--- src/rtl/gpio_event_log_pkg.sv ---
// rtl/gpio_event_log_pkg.sv - channel indices, record layout and clog2 helper for gpio_event_log
package gpio_event_log_pkg;

    localparam int GPIO_CH_IN  = 0;
    localparam int GPIO_CH_OUT = 1;
    localparam int GPIO_CH_DIR = 2;
    localparam int GPIO_NCH    = 3;
    localparam int DROP_W      = 16;

    function automatic int clog2(input int value);
        int r;
        for (r = 0; (1 << r) < value; r++) begin
        end
        return r;
    endfunction

    // Record layout, LSB first: time | new {dir,out,in} | old {dir,out,in} | mask
    function automatic int rec_new_lsb(input int ts_w);
        return ts_w;
    endfunction

    function automatic int rec_old_lsb(input int width, input int ts_w);
        return ts_w + GPIO_NCH * width;
    endfunction

    function automatic int rec_mask_lsb(input int width, input int ts_w);
        return ts_w + 2 * GPIO_NCH * width;
    endfunction

    function automatic int rec_w(input int width, input int ts_w);
        return ts_w + 2 * GPIO_NCH * width + GPIO_NCH;
    endfunction

endpackage

--- src/rtl/gpio_event_log_fifo.sv ---
// rtl/gpio_event_log_fifo.sv - gpio_evt_fifo: synchronous first-word-fall-through FIFO
module gpio_evt_fifo
    import gpio_event_log_pkg::*;
#(
    parameter int DW    = 8,
    parameter int DEPTH = 16
) (
    input  logic                   clk,
    input  logic                   rst,
    input  logic                   push,
    input  logic [DW-1:0]          push_data,
    input  logic                   pop,
    output logic [DW-1:0]          head_data,
    output logic                   full,
    output logic                   empty,
    output logic [clog2(DEPTH):0]  level
);

    localparam int AW = clog2(DEPTH);

    logic [DW-1:0] mem [DEPTH];
    logic [AW:0]   wr_ptr;
    logic [AW:0]   rd_ptr;
    logic          push_ok;
    logic          pop_ok;

    // Pointers carry a wrap bit so full and empty are distinguishable
    assign empty     = (wr_ptr == rd_ptr);
    assign full      = (wr_ptr[AW] != rd_ptr[AW]) && (wr_ptr[AW-1:0] == rd_ptr[AW-1:0]);
    assign level     = wr_ptr - rd_ptr;
    assign pop_ok    = pop && !empty;
    assign push_ok   = push && (!full || pop_ok);
    assign head_data = mem[rd_ptr[AW-1:0]];

    always_ff @(posedge clk) begin
        if (push_ok) begin
            mem[wr_ptr[AW-1:0]] <= push_data;
        end
    end

    always_ff @(posedge clk) begin
        if (rst) begin
            wr_ptr <= '0;
            rd_ptr <= '0;
        end else begin
            if (push_ok) begin
                wr_ptr <= wr_ptr + 1'b1;
            end
            if (pop_ok) begin
                rd_ptr <= rd_ptr + 1'b1;
            end
        end
    end

endmodule

--- src/rtl/gpio_event_log.sv ---
// rtl/gpio_event_log.sv - GPIO change monitor with timestamped record FIFO; GPIO_LOG_TRACE_EN adds a sim trace
module gpio_event_log
    import gpio_event_log_pkg::*;
#(
    parameter int WIDTH = 8,
    parameter int DEPTH = 16,
    parameter int TS_W  = 16
) (
    input  logic                   CLK_I,
    input  logic                   RST_I,
    input  logic [WIDTH-1:0]       IN_I,
    input  logic [WIDTH-1:0]       OUT_I,
    input  logic [WIDTH-1:0]       DIR_I,
    input  logic                   EN_I,
    input  logic                   CLR_OVF_I,
    output logic                   EVT_VALID_O,
    input  logic                   EVT_READY_I,
    output logic [2:0]             EVT_MASK_O,
    output logic [3*WIDTH-1:0]     EVT_OLD_O,
    output logic [3*WIDTH-1:0]     EVT_NEW_O,
    output logic [TS_W-1:0]        EVT_TIME_O,
    output logic [clog2(DEPTH):0]  LEVEL_O,
    output logic                   OVF_O,
    output logic [DROP_W-1:0]      DROP_CNT_O
);

    localparam int REC_W    = rec_w(WIDTH, TS_W);
    localparam int NEW_LSB  = rec_new_lsb(TS_W);
    localparam int OLD_LSB  = rec_old_lsb(WIDTH, TS_W);
    localparam int MASK_LSB = rec_mask_lsb(WIDTH, TS_W);

    logic [WIDTH-1:0] sh_in;
    logic [WIDTH-1:0] sh_out;
    logic [WIDTH-1:0] sh_dir;
    logic             primed;
    logic [TS_W-1:0]  ts;
    logic [2:0]       mask;
    logic             push;
    logic             pop;
    logic             full;
    logic             empty;
    logic             drop;
    logic [REC_W-1:0] push_rec;
    logic [REC_W-1:0] head_rec;

    always_comb begin
        mask              = '0;
        mask[GPIO_CH_IN]  = (IN_I  != sh_in);
        mask[GPIO_CH_OUT] = (OUT_I != sh_out);
        mask[GPIO_CH_DIR] = (DIR_I != sh_dir);
    end

    assign push     = primed && EN_I && (|mask);
    assign pop      = EVT_VALID_O && EVT_READY_I;
    assign drop     = push && full && !pop;
    assign push_rec = {mask, sh_dir, sh_out, sh_in, DIR_I, OUT_I, IN_I, ts};

    // Shadows follow the buses even when disabled so re-enable sees no stale change
    always_ff @(posedge CLK_I) begin
        sh_in  <= IN_I;
        sh_out <= OUT_I;
        sh_dir <= DIR_I;
        if (RST_I) begin
            primed <= 1'b0;
            ts     <= '0;
        end else begin
            primed <= 1'b1;
            ts     <= ts + 1'b1;
        end
    end

    // A clear in the same cycle as a drop wins, and that drop goes uncounted
    always_ff @(posedge CLK_I) begin
        if (RST_I || CLR_OVF_I) begin
            OVF_O      <= 1'b0;
            DROP_CNT_O <= '0;
        end else if (drop) begin
            OVF_O <= 1'b1;
            if (DROP_CNT_O != '1) begin
                DROP_CNT_O <= DROP_CNT_O + 1'b1;
            end
        end
    end

    gpio_evt_fifo #(
        .DW    (REC_W),
        .DEPTH (DEPTH)
    ) u_fifo (
        .clk       (CLK_I),
        .rst       (RST_I),
        .push      (push),
        .push_data (push_rec),
        .pop       (pop),
        .head_data (head_rec),
        .full      (full),
        .empty     (empty),
        .level     (LEVEL_O)
    );

    assign EVT_VALID_O = !empty;
    assign EVT_TIME_O  = head_rec[TS_W-1:0];
    assign EVT_NEW_O   = head_rec[NEW_LSB +: 3*WIDTH];
    assign EVT_OLD_O   = head_rec[OLD_LSB +: 3*WIDTH];
    assign EVT_MASK_O  = head_rec[MASK_LSB +: 3];

`ifdef GPIO_LOG_TRACE_EN
    always @(posedge CLK_I) begin
        if (!RST_I && push && !drop) begin
            $write("GPIO evt t=%x mask=%b in %x->%x out %x->%x dir %x->%x\n",
                   ts, mask, sh_in, IN_I, sh_out, OUT_I, sh_dir, DIR_I);
        end
        if (!RST_I && drop) begin
            $write("GPIO evt dropped t=%x\n", ts);
        end
    end
`else
`endif

endmodule
--- config.mk ---
export PLATFORM = sky130hd
export DESIGN_NAME = gpio_event_log
export DESIGN_NICKNAME = d
export VERILOG_FILES = /design/src/rtl/gpio_event_log_pkg.sv /design/src/rtl/gpio_event_log_fifo.sv /design/src/rtl/gpio_event_log.sv
export SDC_FILE = /design/constraint.sdc
export NUM_CORES = 1
export LEC_CHECK = 0
export ABC_AREA = 1
export CAP_MARGIN = 40
export CORE_MARGIN = 1.5
export CORE_UTILIZATION = 25
export DETAILED_ROUTE_END_ITERATION = 12
export HOLD_SLACK_MARGIN = 0.05
export PLACE_DENSITY = 0.4
export SETUP_SLACK_MARGIN = 0.1
export SLEW_MARGIN = 30
export SYNTH_ARGS = -nofsm -noshare
export SYNTH_HDL_FRONTEND = slang
export SYNTH_SLANG_ARGS = --single-unit
--- constraint.sdc ---
create_clock -name CLK_I -period 9.2 [get_ports CLK_I]
set_clock_uncertainty 0.1 [all_clocks]
set_input_delay 1.38 -clock CLK_I [delete_from_list [all_inputs] [get_ports CLK_I]]
set_output_delay 1.38 -clock CLK_I [all_outputs]
set_load 0.02 [all_outputs]
==> qor.yml, run 1 <==
antenna_found_initial: 5
drv_cap: 0
fin_ws_ns: 3.56
ys_seq_area_frac: 0.733
hold_violations: 0
crit_chain: "buf_12, buf_12, buf_16, mux2i_1, o211ai_1, nand3_1, nand2_1, clkdlybuf4s50_1"
hold_class: "reg -> reg"
drtIter0Drc: 1816
hpwl_mm: 71.7
crit_fanout: 103
hp-start: "OVF_O"
wl_per_cell_um: 22.1
p_leak_uw: 0.0179
ant_nets: 0
fillCellCount: 18298
setup_violations: 0
htreeDepth: 4
worst_pin_slew_ns: 0.994
antenna_cells: 0
p_per_area_nw_per_um2: 230
layout.cells.non_filler: 5924
cts_inserted_buffers: 131
routed_via_density: 4.46
slowest_stage: "clkdlybuf4s50_1"
vias: 26428
outcome: "finished, final reports clean"
clk_pin_slew_ns: 0.06
grt.total_usage: 0.139
layout_common_cells: "edfxtp_1, inv_1, o21ai_0, a21oi_1"
critPathMostFrequentCell: "buf_12"
utilization: 0.297
syn_area_um2: 45900
die_w_um: 431
placementRows: 157
finalCritPeriodShare: 0.614
cts_tree: "built"
grt_first_pass_wirelength_mm: 190
drt_wl_total_mm: 131
ys_warn_count: 0
post_synth.cell_area_avg_um2: 13.9
rsz0062_at_grt: "false"
path_buf_inv: 4
die_h_um: 431
drc: 0
worstPathArrival_ns: 4.16
fin_crit_ns: 5.64
grt_max_degree: 184
path_class: "reg -> out"
areaGrowthSynthToFinish_pct: 18.4
finalMaxSlewViolations: 0
finalPower_uw: 12500
postCtsHoldBufs: 0
ys_ff_latch: 1144
cp.required_ns: 7.72
fmax_ghz: 0.177
clock_sinks: 1144
gr-total-overflow: 0
r2r_start: "sh_in[1]"
synthesis.nets: 3342
ys_types: 41
ctsLongestPathBuffers: 3
root_buffer: "clkbuf_16"
synth_cells: 3301
grt_pass1_vias: 26505
cp_top_family: "buffers and inverters"
maxSlewHeadroom: 0.337
io_buffers: 118
post_cts_buffers: 0
final.setup.tns_ns: 0
place_ws_ns: 3.14
cts_resized: 0
place_congestion: 0.712
core_um2: 183000
start_util: 0.251
vdd_drop_max_mv: 0.203
die_area_um2: 186000
insertion_delay_ns: 0.75
nets: 3481
critPathLaunchType: "register"
first_pass_iters: 5
place_inst: 5681
final_common_cell: "edfxtp_1"
crit_path_end_kind: "primary output"
drive_above_1_share: 0.0853
slowest_delay_ns: 0.64
ios: 119
[sequential cells by signal (all words and copies together), names as in the netlist, named ones only]
name	flops
primed	1
ts	16
DROP_CNT_O	16
sh_out	8
sh_in	8
OVF_O	1
u_fifo.mem	1072
u_fifo.rd_ptr	5
sh_dir	8
u_fifo.wr_ptr	5
[area by class of cell]
type / count / area, um2 / area share
repair buffers: 203 / 2190 / 0.0403
flip-flops and latches: 1144 / 33600 / 0.620
multi-input cells: 1606 / 10100 / 0.185
clock inverters: 43 / 308 / 0.00567
inverters: 354 / 1340 / 0.0247
well taps: 2385 / 2980 / 0.0550
clock buffers: 189 / 3780 / 0.0696
[synthesized netlist by cell type (all sizes together)]
cell | count | area, um2
a211oi | 1 | 7.51
a21oi | 292 | 1460
a31oi | 1 | 6.26
and3 | 1 | 6.26
buf | 98 | 592
clkbuf | 99 | 372
clkinv | 1 | 3.75
dfxtp | 72 | 1440
edfxtp | 1072 | 32200
fa | 1 | 20.0
ha | 11 | 138
inv | 353 | 1330
mux2i | 268 | 2680
nand2 | 187 | 704
nand3 | 89 | 450
nand3b | 1 | 7.51
nand4 | 6 | 50.0
nor2 | 95 | 369
nor3 | 12 | 76.3
nor3b | 5 | 47.5
nor4 | 1 | 6.26
o211ai | 268 | 2010
o21a | 2 | 15.0
o21ai | 355 | 1780
o21bai | 2 | 22.5
or2 | 1 | 6.26
xnor2 | 3 | 33.8
xor2 | 4 | 35.0
[where the power goes]
| group | switching, uW | leakage, uW | internal (uW) | total (uW) |
|---|---|---|---|---|
| combinational | 1090 | 0.00564 | 603 | 1690 |
| clock | 2060 | 0.00200 | 2950 | 5010 |
| sequential | 54.9 | 0.0102 | 5710 | 5770 |
| total | 3210 | 0.0179 | 9270 | 12500 |
[metrics by stage]
step	instance area [um2]	hold slack (ns)
final	54300	0.389
after global routing	54300	0.427
after CTS	54100	0.398
after detailed placement	50000	0.372
after global placement	49800	0.366
after floorplan	45900	0.373
[metal layers]
metal  up-vias  GRT usage  wire length [um]
met5         -          0                21
met4         4     0.0380              2850
met3       162     0.0236              4520
met2       454      0.229             61900
met1     13329      0.189             61400
li1      12479          -                 -
[path summary, 6_finish.rpt]
| path | slack [ns] | endpoint | depth (start not counted) |
|---|---|---|---|
| setup reg to reg | 4.73 | u_fifo.mem[6][49] | 11 |
| hold / removal | 0.39 | OVF_O | 1 |
| setup / recovery | 3.56 | EVT_OLD_O[10] | 8 |
| hold reg to reg | 0.39 | OVF_O | 1 |
[cell families after synthesis]
group                    synth area share
flip-flops                          0.733
AO/OA/AOI/OAI                       0.116
buffers and inverters              0.0500
AND/OR/NAND/NOR                    0.0376
multiplexers                       0.0585
adder cells (fa/ha/maj)           0.00344
XOR/XNOR                          0.00150
No activity file was read; power rests on OpenSTA's default activity.
==> run 2: changes to the inputs <==
==> constraint.sdc (replaced) <==
create_clock -name CLK_I -period 5.5 [get_ports CLK_I]
set_clock_uncertainty 0.1 [all_clocks]
set_input_delay 0.825 -clock CLK_I [delete_from_list [all_inputs] [get_ports CLK_I]]
set_output_delay 0.825 -clock CLK_I [all_outputs]
set_load 0.02 [all_outputs]
==> run 2 against run 1 <==
  * Count of clock-buffer cells in the layout is 5 lower
  * Clock power is 69% higher
  * Combinational power is 75% higher
  * Register-to-register slack worse by 2.9 ns
  * Die area stayed put
  * Non-clock buffer count is 37 higher
  * Core utilization is 0.25 points higher
  * Global-route usage is 0.51 points higher
  * Sequential share of layout area is 0.51 points lower
  * Critical path type unchanged
  * Critical endpoint is now EVT_NEW_O[7]
==> qor.yml, run 2 (synthesis results as in run 1) <==
routed_via_density: 4.47
final_common_cell: "edfxtp_1"
multi_input_area_um2: 10100
cp.required_ns: 4.58
htreeDepth: 4
wl_per_cell_um: 22.7
critPathLaunchType: "register"
ant_nets: 0
slowest_delay_ns: 0.72
core_um2: 183000
grt_first_pass_wirelength_mm: 196
root_buffer: "clkbuf_16"
grt_max_degree: 154
layout_common_cells: "edfxtp_1, inv_1, o21ai_0, a21oi_1"
worstPathArrival_ns: 3.65
crit_fanout: 30
vdd_drop_max_mv: 0.231
p_leak_uw: 0.0181
rsz0062_at_grt: "false"
setup_violations: 0
p_per_area_nw_per_um2: 385
clk_pin_slew_ns: 0.06
hold_class: "reg -> reg"
maxSlewHeadroom: 0.454
hpwl_mm: 75.2
final.setup.tns_ns: 0
cts_tree: "built"
cts_resized: 0
clock_sinks: 1144
grt.total_usage: 0.144
hold_violations: 0
path_buf_inv: 3
insertion_delay_ns: 0.75
start_util: 0.251
antenna_found_initial: 3
grt_pass1_vias: 26644
placementRows: 157
die_area_um2: 186000
finalMaxSlewViolations: 0
crit_chain: "buf_4, buf_4, mux2i_1, o211ai_1, o211ai_1, nand2_1, clkdlybuf4s50_1"
outcome: "finished, final reports clean"
drc: 0
path_class: "reg -> out"
holdWs_ns: 0.361
seqCellArea_um2: 33600
die_h_um: 431
cp_top_family: "buffers and inverters"
die_w_um: 431
nets: 3519
drv_cap: 0
drtIter0Drc: 1723
largest_reg_flops: 1072
fmax_ghz: 0.219
drt_wl_total_mm: 135
fin_crit_ns: 4.57
post_cts_buffers: 0
finalCritPeriodShare: 0.831
first_pass_iters: 5
ios: 119
worst_pin_slew_ns: 0.818
drive_above_1_share: 0.0943
slowest_stage: "dfxtp_4"
vias: 26632
io_buffers: 118
areaGrowthSynthToFinish_pct: 19.4
postCtsHoldBufs: 0
cts_inserted_buffers: 132
gr-total-overflow: 0
fillCellCount: 18264
place_congestion: 0.711
ctsLongestPathBuffers: 3
crit_path_end_kind: "primary output"
==> run 2: metrics by stage <==
| stage | instance area [um2] | worst slack, ns | instances | total power (uW) | util |
|---|---|---|---|---|---|
| floorplan | 45900 | 0.581 | 3301 | 11600 | - |
| global placement | 50400 | 0.866 | 5717 | 12900 | 0.276 |
| detailed placement | 50500 | 0.838 | 5719 | 12800 | 0.276 |
| CTS | 54600 | 0.703 | 5947 | 21400 | 0.299 |
| global route | 54800 | 0.695 | 5957 | 22000 | 0.300 |
| finish | 54800 | 0.927 | 5958 | 21100 | 0.300 |
==> run 2: final cells by class <==
type,count,share of cell area
Tap cell,2385,0.0545
Sequential cell,1144,0.615
Clock buffer,184,0.0677
Clock inverter,44,0.00752
Timing Repair Buffer,240,0.0474
Multi-Input combinational cell,1606,0.184
Inverter,354,0.0245
Antenna cell,1,0.0000457
==> run 2: worst paths after layout <==
check | start | end | slack, ns | cells after the start
setup reg to reg | sh_in[5] | u_fifo.mem[10][61] | 1.79 | 11
hold / removal | OVF_O | OVF_O | 0.36 | 1
setup / recovery | register | EVT_NEW_O[7] | 0.93 | 7
hold reg to reg | OVF_O | OVF_O | 0.36 | 1
==> run 2: where the power goes <==
part	switching, uW	internal, uW	total, uW
Clock	3460	5010	8480
Combinational	1900	1060	2950
Sequential	79.8	9550	9630
Total	5440	15600	21100
==> run 2: per-layer routing <==
metal  global-route usage  up-vias  wire length, um
li1                     -    12565                -
met1                0.202    13487            64100
met2                0.231      405            63400
met3               0.0244      171             4430
met4               0.0401        4             3290
met5                    0        -               26
==> run 3: changes to the inputs <==
==> constraint.sdc (replaced) <==
create_clock -name CLK_I -period 4.5 [get_ports CLK_I]
set_clock_uncertainty 0.1 [all_clocks]
set_input_delay 0.675 -clock CLK_I [delete_from_list [all_inputs] [get_ports CLK_I]]
set_output_delay 0.675 -clock CLK_I [all_outputs]
set_load 0.02 [all_outputs]
==> run 3 against run 2 <==
  * First-iteration DRC count fell by 2.2%
  * Cell count rose by 0.86%
  * Wire length rose by 1.3%
  * Core utilization rose by 0.47 points
  * Worst setup slack got worse by 0.65 ns
  * Sequential power rose by 21%
  * Die area did not move
  * Global-route usage rose by 0.13 points
  * Sequential share of layout area fell by 0.94 points
  * Cell area rose by 1.6%
  * Via count rose by 0.37%
  * Flip-flop and latch count did not move
  * Critical path type unchanged
  * Largest cell class unchanged
  * Highest routed layer is now met4
==> qor.yml, run 3 (synthesis results as in run 1) <==
outcome: "finished, final reports clean"
routed_via_density: 4.45
drc: 0
postCtsHoldBufs: 0
antenna_cells: 0
grt_max_degree: 145
r2r_start: "sh_dir[4]"
htreeDepth: 4
grt.total_usage: 0.146
placementRows: 157
globalRouteMet1Util: 0.199
setup_violations: 0
nets: 3563
fin_crit_ns: 4.22
post_cts_buffers: 0
hpwl_mm: 82.3
core_um2: 183000
layout.cells.non_filler: 6009
stdcell_area_um2: 55600
use_met3: 0.0232
p_per_area_nw_per_um2: 470
clock_sinks: 1144
grt_use_met2: 0.242
insertion_delay_ns: 0.76
worstPathArrival_ns: 3.44
fin_ws_ns: 0.282
antenna_found_initial: 0
rsz0062_at_grt: "false"
rrSetupSlack_ns: 1.04
finalCritPeriodShare: 0.937
gr-total-overflow: 0
drive_above_1_share: 0.111
hp-start: "DIR_I[6]"
root_buffer: "clkbuf_16"
busiest_layer: "met2"
final.setup.tns_ns: 0
cp.required_ns: 3.72
ctsLongestPathBuffers: 3
die_h_um: 431
start_util: 0.251
crit_path_end_kind: "primary output"
clk_pin_slew_ns: 0.05
whs_path_depth: 1
place_congestion: 0.717
fmax_ghz: 0.237
final_common_cell: "edfxtp_1"
vias: 26730
hold_class: "in -> reg"
drv_cap: 0
place_inst: 5769
crit_fanout: 101
areaGrowthSynthToFinish_pct: 21.2
finalMaxSlewViolations: 0
grt_pass1_vias: 26960
path_class: "reg -> out"
ant_nets: 0
largest_reg_flops: 1072
worst_pin_slew_ns: 0.989
cts_tree: "built"
ios: 119
p_leak_uw: 0.0185
die_area_um2: 186000
maxSlewHeadroom: 0.341
vdd_drop_max_mv: 0.382
grt_first_pass_wirelength_mm: 198
die_w_um: 431
place_ws_ns: 0.223
first_pass_iters: 7
rr_worst_depth: 12
worstReg2RegEnd: "u_fifo.mem[14][37]"
hold_violations: 0
placed_cell_area_um2: 51300
drtIter0Drc: 1685
wl_per_cell_um: 22.8
drt_wl_total_mm: 137
critPathLaunchType: "register"
cts_inserted_buffers: 133
io_buffers: 118
utilization: 0.304
cts_resized: 0
layout_common_cells: "edfxtp_1, inv_1, o21ai_0, a21oi_1"
min_to: "sh_dir[6]"
[run 3: cell types whose count changed in the layout (fill, tap and decap cells not counted), moves of 2 or more]
cell        delta
buf_4         +19
clkbuf_1      -13
buf_12        +12
buf_16         +8
buf_8          +7
clkinv_2       +7
inv_6          +7
bufinv_16      +5
clkbuf_16      -5
clkbuf_8       +4
buf_6          -3
clkinvlp_4     +2
[run 3: where the power goes]
part / internal, uW / switching [uW] / total, uW / leakage, uW
Clock: 6340 / 4410 / 10800 / 0.00210
Sequential: 11700 / 56.0 / 11700 / 0.0103
Combinational: 1310 / 2360 / 3670 / 0.00612
Total: 19300 / 6830 / 26200 / 0.0185
[run 3: how the worst max path moves through the flow]
stage              from                  to  depth (start not counted)
5_1_grt        register       EVT_TIME_O[6]                          6
3_5_place_dp   OUT_I[5]  u_fifo.mem[14][12]                         13
2_1_floorplan  DIR_I[0]   u_fifo.mem[11][0]                         11
6_report       register       EVT_OLD_O[11]                          6
3_3_place_gp   OUT_I[1]   u_fifo.mem[0][17]                         15
4_1_cts        register        EVT_NEW_O[1]                          7
[run 3: through the flow]
step | hold WS (ns) | power [uW]
4_1_cts | 0.294 | 26600
3_5_place_dp | 0.357 | 15700
6_report | 0.359 | 26200
2_1_floorplan | 0.373 | 14100
3_3_place_gp | 0.353 | 15700
5_1_grt | 0.330 | 27200
[run 3: critical path, stage by stage (launching register included)]
cell,delay (ns)
dfxtp_4,0.39
inv_8,0.58
buf_4,0.43
o21ai_0,0.15
o211ai_1,0.39
nand2_1,0.14
clkdlybuf4s50_1,0.55
[run 3: final cells by class]
cell class	count	area, um2
inverter	354	1340
clock inverter	67	707
fill	18255	127000
timing repair buffer	283	3270
clock buffer	170	3590
multi-input combinational	1606	10100
tap	2385	2980
sequential	1144	33600
[run 3: per-layer routing]
metal  share of wire  vias to the layer above
met2            0.48                      433
li1                -                    12660
met4           0.018                        0
met3           0.033                      153
met1            0.47                    13484
met5               0                        -
